[src/rtl/prio_bitscan_encoder.sv]
// rtl/prio_bitscan_encoder.sv - multi-beat priority bit-scan encoder with valid/ready handshakes
module prio_bitscan_encoder #(
    parameter int N         = 8,
    parameter bit MSB_FIRST = 1'b1,
    localparam int W        = $clog2(N)
) (
    input  logic         clk,
    input  logic         rst,
    input  logic         in_valid,
    output logic         in_ready,
    input  logic [N-1:0] in_vec,
    output logic         out_valid,
    input  logic         out_ready,
    output logic [W-1:0] out_idx,
    output logic         out_last,
    output logic         out_zero
);

    typedef enum logic {
        ST_IDLE = 1'b0,
        ST_SCAN = 1'b1
    } state_t;

    state_t         state_q, state_d;
    logic [N-1:0]   pending_q, pending_d;
    logic           zero_q, zero_d;

    logic [W-1:0]   prio_idx;
    logic [N-1:0]   prio_mask;
    logic           one_hot;

    // Priority pick over the pending bits; the later loop iteration wins, so
    // iteration order decides whether the highest or lowest set bit is chosen.
    always_comb begin
        prio_idx  = '0;
        prio_mask = '0;
        if (MSB_FIRST) begin
            for (int i = 0; i < N; i++) begin
                if (pending_q[i]) begin
                    prio_idx  = i[W-1:0];
                    prio_mask = '0;
                    prio_mask[i] = 1'b1;
                end
            end
        end else begin
            for (int i = N - 1; i >= 0; i--) begin
                if (pending_q[i]) begin
                    prio_idx  = i[W-1:0];
                    prio_mask = '0;
                    prio_mask[i] = 1'b1;
                end
            end
        end
    end

    // A nonzero vector with no second set bit is on its final beat.
    always_comb begin
        one_hot = (pending_q != '0) && ((pending_q & (pending_q - N'(1))) == '0);
    end

    // Outputs are decoded from registered state only.
    always_comb begin
        in_ready  = (state_q == ST_IDLE);
        out_valid = (state_q == ST_SCAN);
        out_idx   = prio_idx;
        out_last  = one_hot || zero_q;
        out_zero  = zero_q;
    end

    // Next-state logic: load in IDLE, retire one bit per accepted beat in SCAN.
    always_comb begin
        state_d   = state_q;
        pending_d = pending_q;
        zero_d    = zero_q;
        case (state_q)
            ST_IDLE: begin
                if (in_valid) begin
                    pending_d = in_vec;
                    zero_d    = (in_vec == '0);
                    state_d   = ST_SCAN;
                end
            end
            ST_SCAN: begin
                if (out_ready) begin
                    pending_d = pending_q & ~prio_mask;
                    if (out_last) begin
                        state_d = ST_IDLE;
                        zero_d  = 1'b0;
                    end
                end
            end
            default: begin
                state_d = ST_IDLE;
            end
        endcase
    end

    // State registers; reset abandons any scan in progress.
    always_ff @(posedge clk) begin
        if (rst) begin
            state_q   <= ST_IDLE;
            pending_q <= '0;
            zero_q    <= 1'b0;
        end else begin
            state_q   <= state_d;
            pending_q <= pending_d;
            zero_q    <= zero_d;
        end
    end

endmodule
[config.mk]
export PLATFORM = sky130hd
export DESIGN_NAME = prio_bitscan_encoder
export DESIGN_NICKNAME = d
export VERILOG_FILES = /design/src/rtl/prio_bitscan_encoder.sv
export SDC_FILE = /design/constraint.sdc
export NUM_CORES = 1
export LEC_CHECK = 0
export CAP_MARGIN = 30
export CELL_PAD_IN_SITES_DETAIL_PLACEMENT = 1
export CELL_PAD_IN_SITES_GLOBAL_PLACEMENT = 2
export CORE_MARGIN = 2
export CORE_UTILIZATION = 25
export DETAILED_ROUTE_END_ITERATION = 6
export PLACE_DENSITY = 0.85
export SETUP_SLACK_MARGIN = 0.02
export SLEW_MARGIN = 30
export SYNTH_ARGS = -nofsm -noshare
export SYNTH_HDL_FRONTEND = slang
export SYNTH_SLANG_ARGS = --single-unit
export TNS_END_PERCENT = 10
[constraint.sdc]
create_clock -name clk -period 3.54 [get_ports clk]
set_clock_uncertainty 0.2 [all_clocks]
set_input_delay 0.708 -clock clk [delete_from_list [all_inputs] [get_ports clk]]
set_output_delay 0.708 -clock clk [all_outputs]
set_load 0.02 [all_outputs]
# Word-level counts from Yosys, hierarchy flattened
# Cells that the tools add are included.
[totals] ff_bits=10 latch_bits=0 mem_bits_rw=0 romBits=0 in_bits=12 out_inout_bits=7 memories=0
[op_classes] add_sub_neg=1 multipliers=0 n_div=0 n_lt_le_gt_ge=0 n_eq_ne=3 shift=0 muxes=26 bitwise_logic=4 n_reduce_logical=7
[op_table] op="8-bit 2-to-1 mux" count=8
[op_table] op="3-bit 2-to-1 mux" count=6
[op_table] op="8-bit AND" count=2
[op_table] op="8-bit logical NOT" count=2
[op_table] op="8-bit case mux with 2 select lines" count=1
[op_table] op="1-bit 2-to-1 mux" count=8
[op_table] op="8-bit inverter" count=1
[op_table] op="8-bit nonzero test" count=1
[op_table] op="8-bit by 1-bit subtractor with 8-bit output, second input constant" count=1
[op_table] op="2-bit inequality test, second input constant" count=3
[op_table] op="1-bit case mux with 2 select lines" count=2
[op_table] op="3-bit AND reduction" count=1
[op_table] op="2-bit 2-to-1 mux" count=1
[op_table] op="2-bit AND reduction" count=1
[op_table] op="1-bit logical AND" count=1
[op_table] op="1-bit logical OR" count=1
[op_table] op="1-bit inverter" count=1

# Depth between registers and ports, before layout
[depth] ltp_word=12 depth_mapped=5

# Worst setup path before layout
# No wires, ideal clock.
[synth_timing] path_type="register -> output" from="register pending_q[2]" to="output port out_last" arrival_ns=1.578 required_ns=2.632 setup_slack_ns=1.054 path_stages_with_launch=6 path_cell_list="dfxtp_1 > buf_6 > or4_4 > a2111oi_2 > or3_1 > a21o_1"
[synth_via] elab_chain_len=5 elab_cells_between_ends=6
[synth_rtl] item="start: declaration" line_no="25" text="logic [N-1:0] pending_q, pending_d;"
[synth_rtl] item="start signal: assignment" line_no="106" text="pending_q <= pending_d;"
[synth_rtl] item="8-bit by 1-bit subtractor with 8-bit output" line_no="58" text="one_hot = (pending_q != '0) && ((pending_q & (pending_q - N'(1))) == '0);"
[synth_rtl] item="8-bit AND" line_no="58"
[synth_rtl] item="8-bit logical NOT" line_no="58"
[synth_rtl] item="1-bit logical AND *" line_no="58"
[synth_rtl] item="1-bit logical OR *" line_no="66" text="out_last = one_hot || zero_q;"
[synth_rtl] item="end: declaration" line_no="15" text="output logic out_last,"
# Mark *: on every way between the ends. The rest lies on a longest branch, timed or not.

# Worst setup path in the final report
[layout_timing] from="register pending_q[1]" to="output port out_last"
# The elaborated chain is that of the path after synthesis.

==> out/results.tsv <==
stage	metric	value	unit
clocking	total of hold buffers inserted after clock tree synthesis	0	
synthesis	fraction of the mapped netlist area in compound gates	0.297	
critical_path	Worst path top cell family by delay	simple AND/OR/NAND/NOR gates	
synthesis	arithmetic-cell share of the synthesized area counting full adders, half adders and majority gates	0	
global_routing	global-route wire length before repair	2.89	mm
route	average via count per standard cell	5.21	
synthesis	cell area after synthesis	581	sq um
critical_path	startpoint-to-endpoint class of the critical path	reg -> out	
pwr	switching power total	107	uW
pwr	register share of total power	0.386	
die	Die ar.	2720	sq um
critical_path	slowest stage cell on the critical path	sky130_fd_sc_hd__clkdlybuf4s50_1	
layout	proportion of layout cells with a drive suffix above 1	0.0860	
global_routing	global route total overflow	0	
layout	commonest non-fill, non-tap cell in the layout	sky130_fd_sc_hd__clkdlybuf4s50_1	
die	chip width	52.2	microns
critical_path	critical-path maximum fanout	7	
pwr	internal power summed over all cells	236	uW
die	count of boundary I/O pins	19	
route	initial drt markers	6	
synthesis	cell count after synthesis	75	
run_status	status	finished clean	
sta	final cycle utilization of the critical path	0.940	
global_routing	pin count of the biggest net entering global routing	12	
die	die span in y	52.2	microns
global_routing	antenna violations before repair	0	
critical_path	delay of the slowest critical-path stage	0.59	ns
global_routing	total routing resource utilization after global routing	0.146	
layout	number of fill cells	286	
critical_path	endpoint arrival time on the critical path	2.42	ns
critical_path	required time of the critical path	2.63	ns
synthesis	post-synth net total	87	
place	cell area after placement	772	sq um
critical_path	type of destination of the critical path	primary output	
die	Core Region	2210	sq um
die	number of placement rows	17	
layout	# diodes	0	
place	quantity of I/O buffers inserted on ports	18	
job	number of max-capacitance violations reported	0	
sta	final setup TNS	0	ns
clocking	CTS tree	yes	
layout	most frequent cells in the layout	18 x sky130_fd_sc_hd__clkdlybuf4s50_1, 10 x sky130_fd_sc_hd__nor2_1, 10 x sky130_fd_sc_hd__dfxtp_1	
sta	worst path setup slack after routing	0.214	ns
sta	final-report setup violation count	0	
place	worst setup timing slack at the placement stage	0.492	ns
clocking	total number of clock tree sinks	10	
pwr	Worst IR Drop VDD	152	uV
pwr	net switching share of the total power	0.312	
clocking	H-tree level count	1	
route	Remaining DRCs	0	
route	DRT Pass-1 Iters	4	
critical_path	flop2flop setup slack	1.69	ns
route	final routed wire length divided by cell count	14.4	microns
pwr	clock share of power	0.307	
synthesis	Yosys warning count	0	
critical_path	cell count of the worst reg-to-reg path	4	
synthesis	Yosys top cell area share	0.345	
critical_path	startpoint types	register	
clocking	Clock transition at path regs	0.07	ns
synthesis	synth top area cells	sky130_fd_sc_hd__dfxtp_1 34%, sky130_fd_sc_hd__nor2_1 6.5%, sky130_fd_sc_hd__a21oi_1 6.0%	
clocking	buffers inserted during post-CTS setup optimization	0	
critical_path	RR Startpoint	pending_q[1]	
clocking	cells resized by post-CTS repair	0	
pwr	Total Power	343	uW
clocking	CTS Buffer Depth	2	
layout	Layout Utilization	0.365	
synthesis	xor-xnor portion of the synthesized cell area	0.0151	
sta	Final Max Slew Viols	0	
sta	peak clock frequency supported by timing	0.301	GHz
synthesis	number of enable flip-flop cells after synthesis	0	
synthesis	sequential-to-total area share from yosys stat	0.345	
clocking	insertion delay of the later-clocked pin in the worst-skew pair	0.27	ns
die	initial core utilization	0.262	
worst_hold_path	Min-Delay Startpoint	pending_q[0]	
route	residual antenna-violating net count after detailed routing	0	
sta	unrepaired setup endpoints after global routing	no	
synthesis	count of unique library cells instantiated by Yosys	32	
sta	final hold violation count	0	
route	total number of vias	630	
layout	area delta synth->final	39.2	%
critical_path	worst-path cell chain	or4_4, a2111oi_2, or3_1, a21o_1, clkdlybuf4s50_1	
synthesis	FF+latch count, synth	10	
clocking	number of buffers added by the clock tree synthesis step	3	
place	routability congestion estimate	0.690	
layout	final net count	106	
synthesis	mean area per synthesized cell	7.74	sq um
critical_path	Crit Reg-Reg Endpoint	out_valid	
critical_path	Bufs and invs on worst path	1	
global_routing	vias in the first global route	636	
route	final wirelength	1.74	mm
pwr	total power per unit cell area	424	nW/um^2
worst_hold_path	Endpoint, Worst Hold	pending_q[0]	
synthesis	Post-synth ARST share	0	
synthesis	leading area contributor after synthesis	sky130_fd_sc_hd__dfxtp_1	
sta	Slew headroom	0.495	
pwr	leakage dissipation	0.280	nW
sta	final period demand of the worst path	3.33	ns
layout	final design instance area without fill	808	sq um
synthesis	most frequently used flop master after synthesis	sky130_fd_sc_hd__dfxtp_1	
worst_hold_path	cell depth of the worst min-delay path	2	
worst_hold_path	path category of the worst min-delay check	reg -> reg	
synthesis	largest family of logic cells by synthesized area	compound AO/OA/AOI/OAI gates	
sta	slew at the pin closest to its max-slew limit	0.756	ns
synthesis	multiplexer fraction of the synthesized cell area	0	
synthesis	simple-gate share of the synthesized area	0.289	
pwr	Logic pwr share	0.307	
clocking	cell chosen for the clock root	sky130_fd_sc_hd__clkbuf_4	
==> stage by stage <==
stage,hold slack [ns],cells
5_1_grt,0.423,121
6_report,0.354,121
3_3_place_gp,0.337,117
2_1_floorplan,0.298,75
4_1_cts,0.355,121
3_5_place_dp,0.340,117
==> worst max path at each step <==
stage,startpoint,endpoint,cells after the start
floorplan,pending_q[2],out_last,5
global placement,pending_q[1],out_last,5
detailed placement,pending_q[1],out_last,5
CTS,pending_q[1],out_last,5
global route,pending_q[1],out_last,5
finish,pending_q[1],out_last,5
==> power groups by stage <==
stage / Sequential [mW] / Clock [mW] / Combinational, mW
6_report: 0.132 / 0.105 / 0.105
5_1_grt: 0.134 / 0.113 / 0.114
4_1_cts: 0.132 / 0.110 / 0.106
3_5_place_dp: 0.135 / 0 / 0.106
3_3_place_gp: 0.134 / 0 / 0.105
2_1_floorplan: 0.130 / 0 / 0.0642
==> metal layers <==
layer,GRT usage,up-vias,share of wire
li1,-,317,-
met1,0.178,298,0.48
met2,0.238,13,0.48
met3,0.0314,2,0.035
met4,0.0769,0,0.0080
met5,0,-,0
==> cells in the mapped netlist, drive strengths merged (2+ instances only) <==
master / n
o211ai: 3
nor2: 10
nor4: 3
or4: 2
nand2: 9
dfxtp: 10
nor3: 2
buf: 3
a22oi: 2
a21oi: 7
a2111oi: 2
and2: 2
inv: 2
a31oi: 2
o21ai: 3
==> cells by family (layout without fill, tap and decap cells) <==
| group | count (synthesis) | in the layout |
|---|---|---|
| xor gates and xnor gates | 1 | 1 |
| DFF | 10 | 10 |
| buffers and inverters | 6 | 24 |
| AOI/OAI and AO/OA | 25 | 25 |
| and+or+nand+nor | 33 | 33 |
==> tightest hold or removal path, stage by stage, from the launching register on <==
cell and delay, ns:
sky130_fd_sc_hd__dfxtp_1 0.35, sky130_fd_sc_hd__o21ai_1 0.09, sky130_fd_sc_hd__a21oi_1 0.07
==> area by class of cell <==
class | instances | area [sq um] | area share
multi-input cells | 59 | 349 | 0.432
repair buffers | 18 | 180 | 0.223
clock buffers | 4 | 36.3 | 0.0449
inverters | 2 | 7.51 | 0.00929
well taps | 28 | 35.0 | 0.0433
flip-flops and latches | 10 | 200 | 0.248
==> flip-flops by register name, indices dropped and copies added, names as in the netlist <==
register	count
pending_q	8
out_valid	1
out_zero	1
Note: power is estimated with default switching activity, not from simulation.
